## src/rtl/ws2818_frame_ctrl.sv

```systemverilog
// Frame sequencer for the ws2818 nrz serializer: fetches pixels from a sync RAM,
// reorders RGB->GRB, hands them to nrz on the clken grid, then holds the latch period.
module ws2818_frame_ctrl #(
  parameter int NUM_LEDS    = 8,
  parameter int DATA_WIDTH  = 24,
  parameter int ADDR_WIDTH  = 3,
  parameter int TICK_DIV    = 25,
  parameter int LATCH_TICKS = 1200
) (
  input  logic                  clk,
  input  logic                  reset,
  input  logic                  start,
  output logic                  busy,
  output logic                  frame_done,
  output logic                  pix_rd,
  output logic [ADDR_WIDTH-1:0] pix_addr,
  input  logic [DATA_WIDTH-1:0] pix_data,
  output logic                  clken,
  output logic                  valid,
  output logic [DATA_WIDTH-1:0] din,
  input  logic                  done
);

  localparam int DW = (TICK_DIV > 1) ? $clog2(TICK_DIV) : 1;
  localparam int LW = (LATCH_TICKS > 1) ? $clog2(LATCH_TICKS) : 1;

  typedef enum logic [2:0] {IDLE, FETCH, CAPTURE, LOAD, SEND, LATCH} state_t;

  state_t                  state_q, state_d;
  logic [DW-1:0]           div_q, div_d;
  logic [ADDR_WIDTH-1:0]   idx_q, idx_d;
  logic [LW-1:0]           lcnt_q, lcnt_d;
  logic                    busy_q, busy_d;
  logic                    fd_q, fd_d;
  logic                    valid_q, valid_d;
  logic [DATA_WIDTH-1:0]   din_q, din_d;

  always_comb begin
    clken = (div_q == DW'(TICK_DIV - 1));
    div_d = clken ? '0 : div_q + 1'b1;
  end

  always_comb begin
    state_d = state_q;
    idx_d   = idx_q;
    lcnt_d  = lcnt_q;
    busy_d  = busy_q;
    fd_d    = 1'b0;
    valid_d = valid_q;
    din_d   = din_q;
    case (state_q)
      IDLE: begin
        if (start) begin
          state_d = FETCH;
          busy_d  = 1'b1;
          idx_d   = '0;
        end
      end
      FETCH:   state_d = CAPTURE;
      CAPTURE: begin
        din_d   = {pix_data[15:8], pix_data[23:16], pix_data[7:0]};
        valid_d = 1'b1;
        state_d = LOAD;
      end
      LOAD: begin
        if (clken) begin
          valid_d = 1'b0;
          state_d = SEND;
        end
      end
      SEND: begin
        if (clken && done) begin
          if (idx_q == ADDR_WIDTH'(NUM_LEDS - 1)) begin
            state_d = LATCH;
            lcnt_d  = '0;
          end else begin
            idx_d   = idx_q + 1'b1;
            state_d = FETCH;
          end
        end
      end
      LATCH: begin
        // Stay in LATCH for the frame_done cycle so a coincident start is dropped.
        if (fd_q) begin
          state_d = IDLE;
        end else if (clken) begin
          if (lcnt_q == LW'(LATCH_TICKS - 1)) begin
            fd_d   = 1'b1;
            busy_d = 1'b0;
          end else begin
            lcnt_d = lcnt_q + 1'b1;
          end
        end
      end
      default: state_d = IDLE;
    endcase
  end

  always_ff @(posedge clk or posedge reset) begin
    if (reset) begin
      state_q <= IDLE;
      div_q   <= '0;
      idx_q   <= '0;
      lcnt_q  <= '0;
      busy_q  <= 1'b0;
      fd_q    <= 1'b0;
      valid_q <= 1'b0;
      din_q   <= '0;
    end else begin
      state_q <= state_d;
      div_q   <= div_d;
      idx_q   <= idx_d;
      lcnt_q  <= lcnt_d;
      busy_q  <= busy_d;
      fd_q    <= fd_d;
      valid_q <= valid_d;
      din_q   <= din_d;
    end
  end

  // idx only moves on entry to FETCH, so it doubles as the held read address.
  assign pix_rd     = (state_q == FETCH);
  assign pix_addr   = idx_q;
  assign busy       = busy_q;
  assign frame_done = fd_q;
  assign valid      = valid_q;
  assign din        = din_q;

endmodule

```

## config.mk

```make
export PLATFORM = sky130hd
export DESIGN_NAME = ws2818_frame_ctrl
export DESIGN_NICKNAME = d
export VERILOG_FILES = /design/src/rtl/ws2818_frame_ctrl.sv
export SDC_FILE = /design/constraint.sdc
export NUM_CORES = 1
export LEC_CHECK = 0
export BUFFER_PORTS_ARGS = -buffer_cell sky130_fd_sc_hd__buf_2
export CORE_MARGIN = 2
export CORE_UTILIZATION = 30
export CTS_CLUSTER_DIAMETER = 100
export DETAILED_ROUTE_END_ITERATION = 10
export SETUP_SLACK_MARGIN = 0.15
export SLEW_MARGIN = 5
export SYNTH_ARGS = -nofsm -noshare
export SYNTH_HDL_FRONTEND = slang
export SYNTH_SLANG_ARGS = --single-unit
```

## constraint.sdc

```tcl
create_clock -name clk -period 3.1 [get_ports clk]
set_clock_uncertainty 0.15 [all_clocks]
set_input_delay 0 -clock clk [delete_from_list [all_inputs] [get_ports clk]]
set_output_delay 0 -clock clk [all_outputs]
set_load 0.01 [all_outputs]
```

==> results of run 1 <==
[cell families after synthesis]
group,synth area share
AND/OR/NAND/NOR,0.1570
buffers and inverters,0.03735
XOR/XNOR,0.007581
multiplexers,0.1213
AO/OA/AOI/OAI,0.1191
adder cells (fa/ha/maj),0.02707
flip-flops,0.5306
[tightest hold or removal path, stage by stage]
cell	delay, ns
dlygate4sd3_1	0.51
buf_2	0.09
mux2_2	0.13
[flip-flops by register name, summed over array words and instances (netlist names)]
name and count:
busy 1, din 24, div_q 5, frame_done 1
lcnt_q 11, pix_addr 3, state_q 3, valid 1
[metrics by stage]
stage,total power [mW],hold WS [ns]
after CTS,1.760,0.2843
after floorplan,1.124,0.001695
final,1.737,0.3062
after global routing,1.850,0.3070
after detailed placement,1.338,0.08584
after global placement,1.325,0.08081
[cells in the final DEF (no fill, tap or decap), types with 3 or more instances in the layout]
cell type,count
inv_1,8
nand3_1,13
or3_1,3
nand2b_1,3
o211ai_1,4
buf_2,59
o21ai_0,4
nand4_1,4
mux2_2,24
and3_1,3
ha_1,5
nor3_1,3
nor2_1,9
and2_1,3
dfrtp_1,49
a31oi_1,9
nand2_1,11
clkbuf_8,5
dlygate4sd3_1,27
[layer usage]
metal	share of wire	GRT usage	up-vias
li1	-	-	884
met1	0.47	0.1622	880
met2	0.47	0.2132	46
met3	0.044	0.02712	4
met4	0.012	0.04353	0
met5	0	0	-
[final timing paths]
path / slack [ns] / startpoint / end / cells after the start
max in group asynchronous: 1.82 / reset / din[4]$_DFFE_PP0P_ / 3
worst min register to register: 0.34 / valid$_DFFE_PP0P_ / valid$_DFFE_PP0P_ / 1
worst max-delay path: 0.94 / lcnt_q[0]$_DFFE_PP0P_ / lcnt_q[6]$_DFFE_PP0P_ / 5
min in group asynchronous: 0.35 / reset / din[15]$_DFFE_PP0P_ / 3
worst max register to register: 0.94 / lcnt_q[0]$_DFFE_PP0P_ / lcnt_q[6]$_DFFE_PP0P_ / 5
worst min-delay path: 0.31 / pix_data[12] / din[20]$_DFFE_PP0P_ / 3
[report_power, final]
group / internal (mW) / total, mW / switching (mW)
Clock: 0.161 / 0.388 / 0.227
Combinational: 0.256 / 0.469 / 0.212
Sequential: 0.801 / 0.881 / 0.0797
Total: 1.22 / 1.74 / 0.519
[layout make-up]
class | count | area share
flip-flops and latches | 49 | 0.4013
multi-input cells | 128 | 0.3276
repair buffers | 87 | 0.1876
well taps | 102 | 0.04177
clock buffers | 5 | 0.02252
inverters | 10 | 0.01229
clock inverters | 3 | 0.006962
==> metrics.md, run 1 <==
| Metric | Value |
|---|---|
| Run status | finished clean |
| Worst-skew pair later-pin latency | about 0.31 ns |
| GRT Total Usage | 0.1269 |
| Crit path max fanout | 10 |
| Post-synthesis cell type count | 46 |
| Global-route wire length before repair | around 8800 µm |
| Fin. Hold Viols | 0 |
| Filler cells | about 760 |
| Pwr dens | 568.6 nW/µm² |
| Post-Syn Area per Cell | 11.85 µm² |
| Vias | around 1800 |
| Post-CTS setup buffers | 0 |
| Die height | 91.77 µm |
| Worst path slowest cell | o41ai_4 |
| Top cells by count, synth | 49 x dfrtp_1, 24 x mux2_2, 13 x nand3_1 |
| Startpoint class of the critical path | flop |
| Register area share after synthesis | 0.5306 |
| Area contributors post-synth | dfrtp_1 53%, mux2_2 12%, nand3_1 2.8%, ha_1 2.7%, a31oi_1 2.4% |
| CTS Buf Count | 5 |
| DP HPWL | about 3300 µm |
| Setup TNS | 0 ns |
| Buf+Inv Stages, Crit Path | 0 |
| Router iterations before antenna repair | 4 |
| Max Root-Sink Buffers | 2 |
| Cell Area, Synth | between 2000 and 2500 µm² |
| Clk root buf | clkbuf_8 |
| Sink Count | 49 |
| EDFF count, synth | 0 |
| H-Tree Depth | 2 |
| FP Rows | 32 |
| WP data required | approximately 3.1 ns |
| FMAX | between 400 and 500 MHz |
| Max_cap viols | 0 |
| Placed cell count | about 350 |
| TritonCTS clock tree | yes |
| Syn Inst Count | around 200 |
| Sequential cell area | roughly 1200 µm² |
| Peak supply drop | about 0.00037 V |
| ANT cells | 0 |
| CP max stage delay | roughly 0.61 ns |
| 1st-iter DRT viols | around 120 |
| Place WS | a little under 1 ns |
| Routed Antenna Nets | 0 |
| CP arrival | 2.16 ns |
| Die Width | a little over 90 µm |
| Setup crit end kind | flop |
| Number of I/O port buffers | about 60 |
| Leading area contributor after synthesis | dfrtp_1 |
| Layout Cells excl Fill | approximately 380 |
| Starting Density | 0.3038 |
| Vias in the first global route | around 1900 |
| CP Class | reg2reg |
| Most common cell in the netlist | dfrtp_1 |
| Hold WC Path Type | in2reg |
| Worst-Margin Slew | between 1 and 1.5 ns |
| Post-Syn Nets | between 200 and 250 |
| Final Cell Area | slightly above 3000 µm² |
| Slack of the critical path | between 0.9 and 1 ns |
| Fin nets | roughly 310 |
| RSZ-0062 raised after global routing | no |
| Vias/cell | 4.724 |
| Static Leak | about 1.4 nW |
| Reg clk slew, reported paths | about 0.10 ns |
| Final Max Slew Viols | 0 |
| Ys flop type | dfrtp_1 |
| # IOs | 60 |
| Delay-heaviest family, CP | compound AO/OA/AOI/OAI gates |
| Crit share post-route | 0.6960 |
| Remaining DRCs | 0 |
| Placed cell areas | between 2000 and 3000 µm² |
| Critical Path, Cell by Cell | ha_1 -> and4_1 -> and4_4 -> o41ai_4 -> a31oi_1 |
| Gr ovfl total | 0 |
| Routability congestion estimate | between 0.8 and 0.9 |
| Tmin final | between 2 and 2.5 ns |
| Async SR Flop Fraction | 1.000 |
| Synth Register Bits | about 50 |
| Largest net degree at the start of global routing | 50 |
| Syn-to-layout area delta | 32.21% |
| Final setup violation count | 0 |
| Resized Gates After CTS | 0 |
| Rel. slew slack | 0.3268 |
| # hold bufs at CTS | 27 |
| Yosys warning count | 0 |
| Routed WL per cell | between 10 and 15 µm |
| Initial antenna violation count | 0 |
| Routed WL | just over 5000 µm |
| Die Footprint | 8421 µm² |
| Share of layout cells above drive strength 1 | 0.3688 |
| Placeable Area | 7607 µm² |
| Synth top area share | 0.5306 |
| Footprint of the multi-input gates | around 1000 µm² |
| Post-layout util | 0.4016 |
Power figures use the tool's default switching activity.
==> inputs of run 2 (changes only) <==
- clock period: 3.1 -> 2.25 ns (I/O delays scaled with it)
==> run 2 against run 1 <==
  * Wire length grew 2.3%
  * Clock-buffer cell count grew 1
  * Final cell count is 1.3% higher
  * Critical endpoint is now pix_addr[2]$_DFFE_PP0P_
  * Total power grew 38%
==> metrics.md, run 2 (same netlist as run 1, synthesis figures left out) <==
| Metric | Value |
|---|---|
| Worst-Margin Slew | 0.5570 ns (was 1.008 ns) |
| Final Max Slew Viols | 0 (unchanged) |
| TritonCTS clock tree | yes (unchanged) |
| Most common cell after layout, fill and taps aside | buf_2 (unchanged) |
| CP Class | reg2reg (unchanged) |
| Rel. slew slack | 0.6287 (was 0.3268) |
| Worst path slowest cell | dfrtp_1 (was o41ai_4) |
| Max Root-Sink Buffers | 2 (unchanged) |
| Filler cells | 728 (was 755) |
| Most frequent cells in the layout | 59 x buf_2, 49 x dfrtp_1, 27 x dlygate4sd3_1, 24 x mux2_2, 12 x nand3_1 (was 59 x buf_2, 49 x dfrtp_1, 27 x dlygate4sd3_1, 24 x mux2_2, 13 x nand3_1) |
| CTS Buf Count | 5 (unchanged) |
| Hold WC Path Type | in2async (was in2reg) |
| Remaining DRCs | 0 (unchanged) |
| Fin. Hold Viols | 0 (unchanged) |
| Global-route wire length before repair | 8797 µm (was 8804 µm) |
| # IOs | 60 (unchanged) |
| Share of layout cells above drive strength 1 | 0.3833 (was 0.3688) |
| Placeable Area | 7607 µm² (unchanged) |
| Gate power share | 0.271 (was 0.270) |
| Static Leak | 1.481 nW (was 1.449 nW) |
| Starting Density | 0.3038 (unchanged) |
| Setup crit end kind | flop (unchanged) |
| Max reg flops | 24 (unchanged) |
| Largest net degree at the start of global routing | 23 (was 50) |
| Initial antenna violation count | 0 (unchanged) |
| CP max stage delay | 0.43 ns (was 0.61 ns) |
| Gr ovfl total | 0 (unchanged) |
| Sw power | 0.6917 mW (was 0.5191 mW) |
| RSZ-0062 raised after global routing | no (unchanged) |
| Worst reg2reg endpoint | pix_addr[2]$_DFFE_PP0P_ (was lcnt_q[6]$_DFFE_PP0P_) |
| Pwr dens | 767.5 nW/µm² (was 568.6 nW/µm²) |
| Number of I/O port buffers | 59 (unchanged) |
| Vias/cell | 4.799 (was 4.724) |
| Startpoint class of the critical path | flop (unchanged) |
| Total stage count of the critical path | 8 (was 5) |
| Syn-to-layout area delta | 35.03% (was 32.21%) |
| 1st-iter DRT viols | 103 (was 116) |
| Worst-skew pair later-pin latency | 0.30 ns (was 0.31 ns) |
| Die height | 91.77 µm (unchanged) |
| Sequential power share | 0.508 (was 0.507) |
| Crit path max fanout | 7 (was 10) |
| Setup TNS | 0 ns (unchanged) |
| CP arrival | 2.06 ns (was 2.16 ns) |
| Reg-to-reg critical path startpoint | div_q[0]$_DFF_PP0_ (was lcnt_q[0]$_DFFE_PP0P_) |
| Peak supply drop | 0.0004101 V (was 0.0003680 V) |
| Reg clk slew, reported paths | 0.09 ns (was 0.10 ns) |
| Tmin final | 1.992 ns (was 2.158 ns) |
| Clk root buf | clkbuf_8 (unchanged) |
| Worst Hold Slack | 0.07922 ns (was 0.3062 ns) |
| Critical Path, Cell by Cell | inv_1 -> ha_1 -> nand4b_4 -> inv_4 -> buf_4 -> nand3b_4 -> or3_4 -> o211ai_1 (was ha_1 -> and4_1 -> and4_4 -> o41ai_4 -> a31oi_1) |
| GRT Total Usage | 0.1279 (was 0.1269) |
| ANT cells | 0 (unchanged) |
| Sequential cell area | 1226 µm² (unchanged) |
| Delay-heaviest family, CP | simple AND/OR/NAND/NOR gates (was compound AO/OA/AOI/OAI gates) |
| P_int | 1.703 mW (was 1.218 mW) |
| Router iterations before antenna repair | 5 (was 4) |
| FMAX | 502.1 MHz (was 463.5 MHz) |
| DP HPWL | 3604 µm (was 3280 µm) |
| Worst Reg-to-Reg Cells | 8 (was 5) |
| FP Rows | 32 (unchanged) |
| Routed WL per cell | 13.24 µm (was 13.11 µm) |
| Max_cap viols | 0 (unchanged) |
| Final setup violation count | 0 (unchanged) |
| Fin nets | 320 (was 314) |
| Die Footprint | 8421 µm² (unchanged) |
| H-Tree Depth | 2 (unchanged) |
| Run status | finished clean (unchanged) |
| Sink Count | 49 (unchanged) |
| Crit share post-route | 0.8852 (was 0.6960) |
| Switch share | 0.2888 (was 0.2988) |
| Routed WL | 5151 µm (was 5036 µm) |
| Vias | 1867 (was 1814) |
| Clock share of power | 0.221 (was 0.223) |
| Footprint of the multi-input gates | 1006 µm² (was 1001 µm²) |
| Routability congestion estimate | 0.8698 (was 0.8457) |
| R2r setup slk | 0.26 ns (was 0.94 ns) |
| WP data required | 2.32 ns (was 3.11 ns) |
| Routed Antenna Nets | 0 (unchanged) |
| Buf+Inv Stages, Crit Path | 3 (was 0) |
| Die Width | 91.77 µm (unchanged) |
| Vias in the first global route | 1887 (was 1905) |
run 2: cell count changes in the layout (fill, tap and decap cells not counted), sizes merged:
cell,before,now
clkinv,1,0
buf,60,66
inv,11,10
clkbuf,5,6
run 2: layout make-up:
type	count	share of cell area
Timing Repair Buffer	93	0.2021
Multi-Input combinational cell	128	0.3224
Sequential cell	49	0.3929
Clock buffer	6	0.02646
Inverter	10	0.01283
Tap cell	102	0.04090
Clock inverter	1	0.002406
run 2: worst reg2reg max path, cell delays in order, from the launching register on:
cell,delay [ns]
dfrtp_1,0.43
inv_1,0.07
ha_1,0.21
nand4b_4,0.15
inv_4,0.12
buf_4,0.15
nand3b_4,0.10
or3_4,0.35
o211ai_1,0.18
run 2: worst max path at each step:
stage,to,slack [ns],from
detailed placement,lcnt_q[9]$_DFFE_PP0P_,0.24,div_q[0]$_DFF_PP0_
global placement,lcnt_q[9]$_DFFE_PP0P_,0.30,div_q[0]$_DFF_PP0_
global route,pix_addr[1]$_DFFE_PP0P_,0.16,div_q[0]$_DFF_PP0_
CTS,lcnt_q[9]$_DFFE_PP0P_,0.22,div_q[0]$_DFF_PP0_
finish,pix_addr[2]$_DFFE_PP0P_,0.26,div_q[0]$_DFF_PP0_
floorplan,lcnt_q[3]$_DFFE_PP0P_,0.36,lcnt_q[0]$_DFFE_PP0P_
run 2: stage by stage:
| step | std cells | power (mW) | area, µm² | setup WS, ns | utilization |
|---|---|---|---|---|---|
| floorplan | 195 | 1.548 | 2311 | 0.3649 | - |
| global placement | 355 | 1.830 | 2753 | 0.3048 | 0.3618 |
| detailed placement | 355 | 1.852 | 2753 | 0.2379 | 0.3618 |
| CTS | 389 | 2.427 | 3113 | 0.2212 | 0.4092 |
| global route | 389 | 2.545 | 3120 | 0.1611 | 0.4102 |
| finish | 389 | 2.395 | 3120 | 0.2583 | 0.4102 |
run 2: power by group through the flow:
stage | Sequential, mW | Combinational (mW) | Clock (mW)
final | 1.22 | 0.650 | 0.529
after global routing | 1.25 | 0.711 | 0.582
after CTS | 1.22 | 0.653 | 0.553
after detailed placement | 1.23 | 0.621 | 0
after global placement | 1.22 | 0.606 | 0
after floorplan | 1.34 | 0.205 | 0
run 2: per-layer routing:
layer | track usage | part of all wire | vias to the layer above
li1 | - | - | 897
met4 | 0.03607 | 0.0078 | 0
met5 | 0 | 0 | -
met2 | 0.2169 | 0.50 | 61
met1 | 0.1621 | 0.44 | 902
met3 | 0.03205 | 0.052 | 7
run 2: timing repair:
action                                  in CTS  in global routing
hold buffers                                27                  0
resized for setup                            0                  2
buffers inserted                             0                  0
endpoints found under the setup margin       0                  3
endpoints found under the hold margin       77                  0
